**src/rtl/dac_pkg.sv**
```systemverilog
// Shared constants, FSM encoding and frame builder for the DAC channel scheduler.
package dac_pkg;

   localparam int         FRAME_W    = 32;
   localparam logic [3:0] CMD_WR_UPD = 4'b0011;
   localparam logic [3:0] ADDR_A     = 4'h0;
   localparam logic [3:0] ADDR_B     = 4'h1;
   localparam logic [3:0] ADDR_C     = 4'h2;
   localparam logic [3:0] ADDR_D     = 4'h3;
   localparam logic [3:0] ADDR_ALL   = 4'hF;

   typedef enum logic [1:0] {
      ST_IDLE,
      ST_GRANT,
      ST_SHIFT,
      ST_GAP
   } dac_state_e;

   // Undefined addresses pass through untouched; the DAC decides what to do with them.
   function automatic logic [FRAME_W-1:0] build_frame(input logic [3:0] addr, input logic [11:0] data);
      return {8'h00, CMD_WR_UPD, addr, data, 4'h0};
   endfunction

endpackage

```
**src/rtl/dac_channel_scheduler_if.sv**
```systemverilog
// Requester-side handshake plus DAC pin bundle for the channel scheduler.
interface dac_channel_scheduler_if #(
   parameter int NUM_REQ = 4
);
   logic [NUM_REQ-1:0]    req;
   logic [4*NUM_REQ-1:0]  req_addr;
   logic [12*NUM_REQ-1:0] req_data;
   logic [NUM_REQ-1:0]    grant;
   logic                  busy;
   logic                  done;
   logic                  dac_cs_n;
   logic                  dac_sck;
   logic                  dac_mosi;
   logic                  dac_clr_n;

   modport master (
      output req, req_addr, req_data,
      input  grant, busy, done, dac_cs_n, dac_sck, dac_mosi, dac_clr_n
   );

   modport slave (
      input  req, req_addr, req_data,
      output grant, busy, done, dac_cs_n, dac_sck, dac_mosi, dac_clr_n
   );
endinterface

```
**src/rtl/dac_spi_shifter.sv**
```systemverilog
// Mode-0 SPI serializer: SCK divider, 32-bit MSB-first shift register and bit counter.
module dac_spi_shifter
   import dac_pkg::*;
#(
   parameter int DIV_HALF = 4
) (
   input  logic               clock_in,
   input  logic               reset_n,
   input  logic               load,
   input  logic [FRAME_W-1:0] frame_in,
   output logic               shifting,
   output logic               last,
   output logic               sck,
   output logic               mosi
);
   localparam int               DIV_W      = $clog2(DIV_HALF + 1);
   localparam int               BIT_W      = $clog2(FRAME_W);
   localparam logic [DIV_W-1:0] DIV_RELOAD = DIV_W'(DIV_HALF - 1);
   localparam logic [BIT_W-1:0] BIT_LAST   = BIT_W'(FRAME_W - 1);

   logic [FRAME_W-1:0] shift_q;
   logic [DIV_W-1:0]   div_cnt;
   logic [BIT_W-1:0]   bit_cnt;
   logic               phase_end;

   assign phase_end = shifting && (div_cnt == '0);
   assign last      = phase_end && sck && (bit_cnt == '0);
   assign mosi      = shifting && shift_q[FRAME_W-1];

   always_ff @(posedge clock_in or negedge reset_n) begin
      if (!reset_n) begin
         shift_q  <= '0;
         shifting <= 1'b0;
         sck      <= 1'b0;
         div_cnt  <= '0;
         bit_cnt  <= '0;
      end else if (load) begin
         shift_q  <= frame_in;
         shifting <= 1'b1;
         sck      <= 1'b0;
         div_cnt  <= DIV_RELOAD;
         bit_cnt  <= BIT_LAST;
      end else if (phase_end) begin
         div_cnt <= DIV_RELOAD;
         if (!sck) begin
            sck <= 1'b1;
         end else begin
            // Advance data on the falling edge so MOSI only moves while SCK is low.
            sck     <= 1'b0;
            shift_q <= {shift_q[FRAME_W-2:0], 1'b0};
            if (bit_cnt == '0) shifting <= 1'b0;
            else               bit_cnt  <= bit_cnt - 1'b1;
         end
      end else if (shifting) begin
         div_cnt <= div_cnt - 1'b1;
      end
   end

endmodule

```
**src/rtl/dac_channel_scheduler.sv**
```systemverilog
// Round-robin scheduler sharing one 4-channel SPI DAC between NUM_REQ requesters.
//   state    | meaning
//   ST_IDLE  | waiting for any req; winner chosen from the rr pointer
//   ST_GRANT | one-cycle grant pulse, frame loaded into the shifter
//   ST_SHIFT | cs_n low, 32 bits clocked out
//   ST_GAP   | cs_n high for GAP_CYC cycles before the next arbitration
module dac_channel_scheduler
   import dac_pkg::*;
#(
   parameter int NUM_REQ  = 4,
   parameter int DIV_HALF = 4,
   parameter int GAP_CYC  = 8
) (
   input  logic                    clock_in,
   input  logic                    reset_n,
   dac_channel_scheduler_if.slave  bus
);
   localparam int               PTR_W      = $clog2(NUM_REQ);
   localparam int               GAP_W      = $clog2(GAP_CYC + 1);
   localparam logic [GAP_W-1:0] GAP_RELOAD = GAP_W'(GAP_CYC - 1);
   localparam logic [PTR_W-1:0] PTR_LAST   = PTR_W'(NUM_REQ - 1);

   dac_state_e         state;
   dac_state_e         state_nxt;
   logic [PTR_W-1:0]   rr_ptr;
   logic [PTR_W-1:0]   rr_ptr_nxt;
   logic [PTR_W-1:0]   win_sel;
   logic [PTR_W-1:0]   win_q;
   logic [PTR_W-1:0]   cand;
   logic [GAP_W-1:0]   gap_cnt;
   logic               clr_q;
   logic               done_q;
   logic               load;
   logic               shifting;
   logic               last;
   logic [3:0]         addr_arr [NUM_REQ];
   logic [11:0]        data_arr [NUM_REQ];

   for (genvar g = 0; g < NUM_REQ; g++) begin : g_unpack
      assign addr_arr[g] = bus.req_addr[4*g +: 4];
      assign data_arr[g] = bus.req_data[12*g +: 12];
   end

   // Scan offsets from farthest to nearest so the first asserted req at/after rr_ptr wins.
   always_comb begin
      win_sel = rr_ptr;
      cand    = rr_ptr;
      for (int i = NUM_REQ - 1; i >= 0; i--) begin
         cand = PTR_W'((int'(rr_ptr) + i) % NUM_REQ);
         if (bus.req[cand]) win_sel = cand;
      end
   end

   assign rr_ptr_nxt = (win_q == PTR_LAST) ? '0 : win_q + 1'b1;

   always_comb begin
      state_nxt = state;
      load      = 1'b0;
      case (state)
         ST_IDLE:  if (|bus.req) state_nxt = ST_GRANT;
         ST_GRANT: begin
            load      = 1'b1;
            state_nxt = ST_SHIFT;
         end
         ST_SHIFT: if (last) state_nxt = ST_GAP;
         ST_GAP:   if (gap_cnt == '0) state_nxt = ST_IDLE;
         default:  state_nxt = ST_IDLE;
      endcase
   end

   always_ff @(posedge clock_in or negedge reset_n) begin
      if (!reset_n) begin
         state   <= ST_IDLE;
         rr_ptr  <= '0;
         win_q   <= '0;
         gap_cnt <= '0;
         done_q  <= 1'b0;
         clr_q   <= 1'b0;
      end else begin
         state  <= state_nxt;
         clr_q  <= 1'b1;
         done_q <= last;
         if (state == ST_IDLE)  win_q  <= win_sel;
         if (state == ST_GRANT) rr_ptr <= rr_ptr_nxt;
         if (last)                                 gap_cnt <= GAP_RELOAD;
         else if (state == ST_GAP && gap_cnt != '0) gap_cnt <= gap_cnt - 1'b1;
      end
   end

   dac_spi_shifter #(
      .DIV_HALF (DIV_HALF)
   ) u_shifter (
      .clock_in (clock_in),
      .reset_n  (reset_n),
      .load     (load),
      .frame_in (build_frame(addr_arr[win_q], data_arr[win_q])),
      .shifting (shifting),
      .last     (last),
      .sck      (bus.dac_sck),
      .mosi     (bus.dac_mosi)
   );

   assign bus.grant     = (state == ST_GRANT) ? (NUM_REQ'(1) << win_q) : '0;
   assign bus.busy      = (state != ST_IDLE);
   assign bus.done      = done_q;
   assign bus.dac_cs_n  = !shifting;
   assign bus.dac_clr_n = clr_q;

endmodule
```
**src/flat_wrapper.sv**
```systemverilog
// flat-port wrapper written by rule: the top's interface ports become plain ports
module dac_channel_scheduler_flat import dac_pkg::*;
#(
   parameter int NUM_REQ  = 4,
   parameter int DIV_HALF = 4,
   parameter int GAP_CYC  = 8
)
  (clock_in, reset_n, bus_req, bus_req_addr, bus_req_data, bus_grant, bus_busy, bus_done, bus_dac_cs_n, bus_dac_sck, bus_dac_mosi, bus_dac_clr_n);
  dac_channel_scheduler_if #(.NUM_REQ(NUM_REQ)) bus_i ();
  input  logic clock_in;
  input  logic reset_n;
  input wire logic [$bits(bus_i.req)-1:0] bus_req;
  input wire logic [$bits(bus_i.req_addr)-1:0] bus_req_addr;
  input wire logic [$bits(bus_i.req_data)-1:0] bus_req_data;
  output wire logic [$bits(bus_i.grant)-1:0] bus_grant;
  output wire logic [$bits(bus_i.busy)-1:0] bus_busy;
  output wire logic [$bits(bus_i.done)-1:0] bus_done;
  output wire logic [$bits(bus_i.dac_cs_n)-1:0] bus_dac_cs_n;
  output wire logic [$bits(bus_i.dac_sck)-1:0] bus_dac_sck;
  output wire logic [$bits(bus_i.dac_mosi)-1:0] bus_dac_mosi;
  output wire logic [$bits(bus_i.dac_clr_n)-1:0] bus_dac_clr_n;
  assign bus_i.req = bus_req;
  assign bus_i.req_addr = bus_req_addr;
  assign bus_i.req_data = bus_req_data;
  assign bus_grant = bus_i.grant;
  assign bus_busy = bus_i.busy;
  assign bus_done = bus_i.done;
  assign bus_dac_cs_n = bus_i.dac_cs_n;
  assign bus_dac_sck = bus_i.dac_sck;
  assign bus_dac_mosi = bus_i.dac_mosi;
  assign bus_dac_clr_n = bus_i.dac_clr_n;
  dac_channel_scheduler #(.NUM_REQ(NUM_REQ), .DIV_HALF(DIV_HALF), .GAP_CYC(GAP_CYC)) u_core (.clock_in(clock_in), .reset_n(reset_n), .bus(bus_i));
endmodule
```
**config.mk**
```make
export PLATFORM = sky130hd
export DESIGN_NAME = dac_channel_scheduler_flat
export DESIGN_NICKNAME = d
export VERILOG_FILES = /design/src/rtl/dac_pkg.sv /design/src/rtl/dac_channel_scheduler_if.sv /design/src/rtl/dac_spi_shifter.sv /design/src/rtl/dac_channel_scheduler.sv /design/src/flat_wrapper.sv
export SDC_FILE = /design/constraint.sdc
export NUM_CORES = 1
export LEC_CHECK = 0
export CAP_MARGIN = 15
export CORE_UTILIZATION = 52
export CTS_CLUSTER_DIAMETER = 150
export DETAILED_ROUTE_END_ITERATION = 8
export PLACE_DENSITY = 0.92
export SKIP_LAST_GASP = 1
export SLEW_MARGIN = 20
export SYNTH_ARGS = -nofsm -noshare
export SYNTH_HDL_FRONTEND = slang
export SYNTH_SLANG_ARGS = --single-unit
```
**constraint.sdc**
```tcl
create_clock -name clock_in -period 4.3 [get_ports clock_in]
set_input_delay 1.075 -clock clock_in [delete_from_list [all_inputs] [get_ports clock_in]]
set_output_delay 1.075 -clock clock_in [all_outputs]
set_load 0.05 [all_outputs]
```
# Word-level counts from Yosys, hierarchy flattened
# Cells that the tools add are included.
classes:
  addsub: 7
  magnitude_cmp: 5
  eq_ne: 8
  shifts: 1
  n_mux: 44
  n_bitwise: 1
  n_reduce_logical: 22
ops:
  columns: ["cell", "n"]
  rows:
  - ["two-way mux 32 bit", 3]
  - ["binary-select mux 12 bit (select 2 bit)", 1]
  - ["two-way mux 12 bit", 2]
  - ["two-way mux 4 bit", 5]
  - ["two-way mux 5 bit", 4]
  - ["two-way mux 2 bit", 8]
  - ["less-than comparator 2 x 3 -> 1 bit, second input constant", 4]
  - ["two-way mux 1 bit", 12]
  - ["nonzero test 2 bit", 5]
  - ["two-way mux 3 bit", 3]
  - ["AND reduction 3 bit", 3]
  - ["binary-select mux 1 bit (select 2 bit)", 4]
  - ["binary-select mux 4 bit (select 2 bit)", 1]
  - ["inequality test 2 x 1 -> 1 bit, second input constant", 4]
  - ["case mux 2 bit (4 select lines)", 1]
  - ["equality test 2 bit, second input constant", 3]
  - ["logical AND 1 bit", 5]
  - ["logical NOT 5 bit", 1]
  - ["subtractor 5 x 1 -> 5 bit, second input constant", 1]
  - ["adder 2 x 1 -> 2 bit, second input constant", 2]
  - ["adder 2 bit, second input constant", 2]
  - ["logical NOT 4 bit", 1]
  - ["nonzero test 4 bit", 1]
  - ["OR reduction 4 bit", 1]
  - ["other kinds (11)", 11]
word_totals:
  ff_bits: 54
  inputBits: 70
  out_inout_bits: 10
  elab_cells: 99

# Longest topological paths before layout
depth:
  depth_word: 7
  mapped_depth: 9
  depth_no_buf: 7

# By module
# A second synthesis with hierarchy kept.
hier_totals:
  hier_cells: 286
  area_unflattened_um2: 3105.5
modules_own_cells:
  columns: ["mod", "n_inst", "cells_each", "area_each_um2", "seq_area_each_um2"]
  rows:
  - ["dac_spi_shifter", 1, 192, 1975.6, 1051.0]
  - ["dac_channel_scheduler", 1, 94, 1129.8, 300.3]

# Worst setup path before layout
# No wires, ideal clock.
synth_timing:
  path_kind: "register to output"
  start: "register u_core.state[1]"
  end: "output bus_grant[3]"
  t_arrival_ns: 1.609
  required_time_ns: 3.225
  setup_slack_ns: 1.616
  path_stages_with_launch: 6
  path_buffers: 2
  cell_sequence: "dfrtp_1 > inv_1 > ha_1 > clkbuf_1 > clkbuf_1 > and2_1"
synth_between:
  elab_chain_len: 2
synth_rtl:
  columns: ["item", "line_no", "text"]
  rows:
  - ["start: declaration", "dac_channel_scheduler.sv:23", "dac_state_e state;"]
  - ["start signal: assignment", "dac_channel_scheduler.sv:80", "state <= state_nxt;"]
  - ["equality test 2 x 1 -> 1 bit", "dac_channel_scheduler.sv:103", "assign bus.grant = (state == ST_GRANT) ? (NUM_REQ'(1) << win_q) : '0;"]
  - ["two-way mux 4 bit", "dac_channel_scheduler.sv:103", null]
  - ["end: declaration", "flat_wrapper.sv:15", "output wire logic [$bits(bus_i.grant)-1:0] bus_grant;"]
# Every way passes these cells.

# Final worst setup path
layout_timing:
  start: "register u_core.win_q[1]"
  end: "output bus_grant[0]"
layout_between:
  elab_chain_len: 2
layout_rtl:
  columns: ["item", "line_no", "text"]
  rows:
  - ["start: declaration", "dac_channel_scheduler.sv:28", "logic [PTR_W-1:0] win_q;"]
  - ["start signal: assignment", "dac_channel_scheduler.sv:83", "if (state == ST_IDLE) win_q <= win_sel;"]
  - ["left shift 1 x 2 -> 4 bit", "dac_channel_scheduler.sv:103", null]
  - ["two-way mux 4 bit", "dac_channel_scheduler.sv:103", null]
# Every way passes these cells.

==> impl_metrics.env <==
export IMPL_synthTopCellsByCount="55 x nand2_1, 50 x dfrtp_1, 21 x o21ai_0"
export IMPL_hold_class="reg -> reg"
export IMPL_grt_use_total_pct=23.8
export IMPL_synthMostInstantiatedCell="nand2_1"
export IMPL_numCtsBuffers=5
export IMPL_dieArea_um2=5710
export IMPL_synth_xor_area_share_pct=1.25
export IMPL_cts_hold_buf=0
export IMPL_dpl_instance_area_um2=3640
export IMPL_grt_pass1_wl_um=9940
export IMPL_fin_crit_sh_pct=81.6
export IMPL_ant_nets=0
export IMPL_cts_tree="done"
export IMPL_hold_violations=0
export IMPL_async_flop_share_pct=100
export IMPL_path_cells="inv_1 -> ha_1 -> and2_1 -> clkdlybuf4s50_1"
export IMPL_finalMaxSlewViolations=0
export IMPL_syn_num_nets=354
export IMPL_fp_dieW_um=75.5
export IMPL_cts_sinks=50
export IMPL_first_pass_iters=4
export IMPL_postLayoutCoreUtil_pct=72.6
export IMPL_cp_top_family="buffers and inverters"
export IMPL_grt_pass1_vias=2229
export IMPL_synth_compound_area_share_pct=10.3
export IMPL_io_pins=80
export IMPL_fmaxAchievable_ghz=0.285
export IMPL_diodes=0
export IMPL_ys_seq_area_share_pct=44.5
export IMPL_maxCapViolCount=0
export IMPL_status="completed"
export IMPL_synth_ff_type="dfrtp_1"
export IMPL_worstPathMaxFanout=19
export IMPL_cp_num_buf_inv=2
export IMPL_drt_initial_drc_count=199
export IMPL_synth_top_family_by_area="multiplexers"
export IMPL_finClkSkew_ns=0.00567
export IMPL_h_tree_depth=2
export IMPL_synth_seq_cells=50
export IMPL_max_slew_worst_pin_slew_ns=0.756
export IMPL_nFillCells=337
export IMPL_cp_data_arrival_time_ns=2.43
export IMPL_synth_edf_count=0
export IMPL_routedWlPerCell_um=15.4
export IMPL_globalRouteOverflowTotal=0
export IMPL_final_area_um2=3760
export IMPL_syn2layout_area_growth_pct=33.6
export IMPL_portBuffers=79
export IMPL_cp_start_kind="flop"
export IMPL_cts_root_buf="clkbuf_8"
export IMPL_post_dp_hpwl_um=4670
export IMPL_cp_end_kind="output port"
export IMPL_synthTopCellsByArea="dfrtp_1 44%, mux4_2 13%, nand2_1 7.3%"
export IMPL_peakVddDrop_v=0.000180
export IMPL_drt_vias_per_instance=5.50
export IMPL_cts_resized=0
export IMPL_rsz0062_at_grt="no"
export IMPL_cellLeakagePower_nw=1.55
export IMPL_synthDominantAreaCellType="dfrtp_1"
export IMPL_yosysWarningCount=0
export IMPL_clock_latency_ns=0.30
export IMPL_synthAdderAreaFrac_pct=5.78
export IMPL_initial_core_util_pct=54.4
export IMPL_synth_distinct_cells=39
export IMPL_synth_top_cell_area_share_pct=44.5
export IMPL_p_per_area_nw_per_um2=242
export IMPL_slowest_stage="dfrtp_1"
export IMPL_layout_min_cycle_time_ns=3.51
export IMPL_synthesis_area_um2=2810
export IMPL_path_class="reg -> out"
export IMPL_gp_congestion=0.730
export IMPL_die_y_um=75.5
export IMPL_grt_max_degree=51
export IMPL_final_layout_size_suffix_gt1_share_pct=9.54
export IMPL_finalSetupTns_ns=0
export IMPL_yosys_area_share_simple_pct=13.6
export IMPL_vias=2290
export IMPL_hold_ws_ns=0.489
export IMPL_grtUsageMet1_pct=28.7
export IMPL_use_met3_pct=8.20
export IMPL_cp_required_ns=3.22
export IMPL_slowest_delay_ns=0.84
export IMPL_postCtsSetupBuffers=0
export IMPL_grt_met2_usage_pct=40.4
export IMPL_synthCells=271
export IMPL_cts_max_path_buffers=2
export IMPL_syn_avg_cell_area_um2=10.4
export IMPL_nets=428
export IMPL_slew_headroom_pct=49.6
export IMPL_core_area_um2=5170
export IMPL_drc_errors=0
export IMPL_synthMuxAreaShare_pct=19.8
export IMPL_setup_violations_final=0
export IMPL_wl_um=6410
export IMPL_clk_pin_slew_ns=0.09
export IMPL_rows=26
export IMPL_antenna_found_initial=0
export IMPL_busiest_layer="met2"
==> registers in the layout, indices dropped and copies added, names as in the netlist <==
register,flops
u_core.bus.dac_clr_n,1
u_core.bus.done,1
u_core.gap_cnt,4
u_core.rr_ptr,2
u_core.state,2
u_core.u_shifter.bit_cnt,5
u_core.u_shifter.div_cnt,3
u_core.u_shifter.sck,1
u_core.u_shifter.shift_q,28
u_core.u_shifter.shifting,1
u_core.win_q,2
==> through the flow <==
| stage | instances | power [W] | worst slack [ns] |
|---|---|---|---|
| floorplan | 271 | 0.000513 | 1.62 |
| global placement | 408 | 0.000588 | 1.19 |
| detailed placement | 408 | 0.000592 | 1.12 |
| CTS | 416 | 0.000916 | 0.777 |
| global route | 416 | 0.000950 | 0.681 |
| finish | 416 | 0.000910 | 0.791 |
==> routing by layer <==
layer / wire (um) / share of wire, %
met2: 3350 / 52
met3: 421 / 6.6
met1: 2500 / 39
met5: 0 / 0
met4: 137 / 2.1
==> power breakdown <==
group / switching, W / internal (W) / leakage, nW / total [W]
Sequential: 0.00000461 / 0.000478 / 0.597 / 0.000482
Clock: 0.000154 / 0.000174 / 0.0514 / 0.000327
Combinational: 0.0000298 / 0.0000705 / 0.906 / 0.000100
==> final cells by class <==
| class | instances | area, um^2 | share of cell area (%) |
|---|---|---|---|
| Multi-Input combinational cell | 188 | 1430 | 38.1 |
| Clock inverter | 2 | 37.5 | 0.999 |
| Sequential cell | 50 | 1250 | 33.3 |
| Clock buffer | 6 | 72.6 | 1.93 |
| Tap cell | 70 | 87.6 | 2.33 |
| Timing Repair Buffer | 82 | 811 | 21.6 |
| Inverter | 18 | 67.6 | 1.80 |
==> cells in the final DEF (no fill, tap or decap), types with 2 or more instances in the layout <==
cell type	n
clkdlybuf4s50_1	78
nand2_1	55
dfrtp_1	50
o21ai_0	21
inv_1	17
mux2i_1	16
mux4_2	16
a21oi_1	15
ha_1	13
nand3_1	6
nor2_1	6
and2_1	5
clkbuf_8	5
buf_4	4
nand2b_1	3
nor3_1	3
o22ai_1	3
xor2_1	2
xnor2_1	2
or3_1	2
o211ai_1	2
mux2_2	2
==> cell families (layout without fill, tap and decap cells) <==
logic type	Yosys count	after routing
buf+inv	33	108
other cells	1	1
simple gates	85	85
fa+ha+maj	13	13
compound gates	50	50
xor+xnor	4	4
flops	50	50
mux	35	35
==> worst paths after layout <==
path	start	to	slack [ns]	cells after the start
min reg2reg	u_core.u_shifter.bit_cnt[4]	u_core.u_shifter.bit_cnt[4]	0.49	2
max in group asynchronous	reset_n	u_core.u_shifter.shift_q[23]	3.10	1
max reg2reg	u_core.u_shifter.div_cnt[0]	u_core.state[1]	2.14	7
min in group asynchronous	reset_n	u_core.u_shifter.bit_cnt[3]	0.78	1
max	u_core.win_q[1]	bus_grant[0]	0.79	4
min	u_core.u_shifter.bit_cnt[4]	u_core.u_shifter.bit_cnt[4]	0.49	2
==> worst min-delay path, cell delays in order, from the launching register on <==
cell	delay, ns
dfrtp_1	0.36
nand2_1	0.05
nand2_1	0.05
Power figures use the tool's default switching activity.
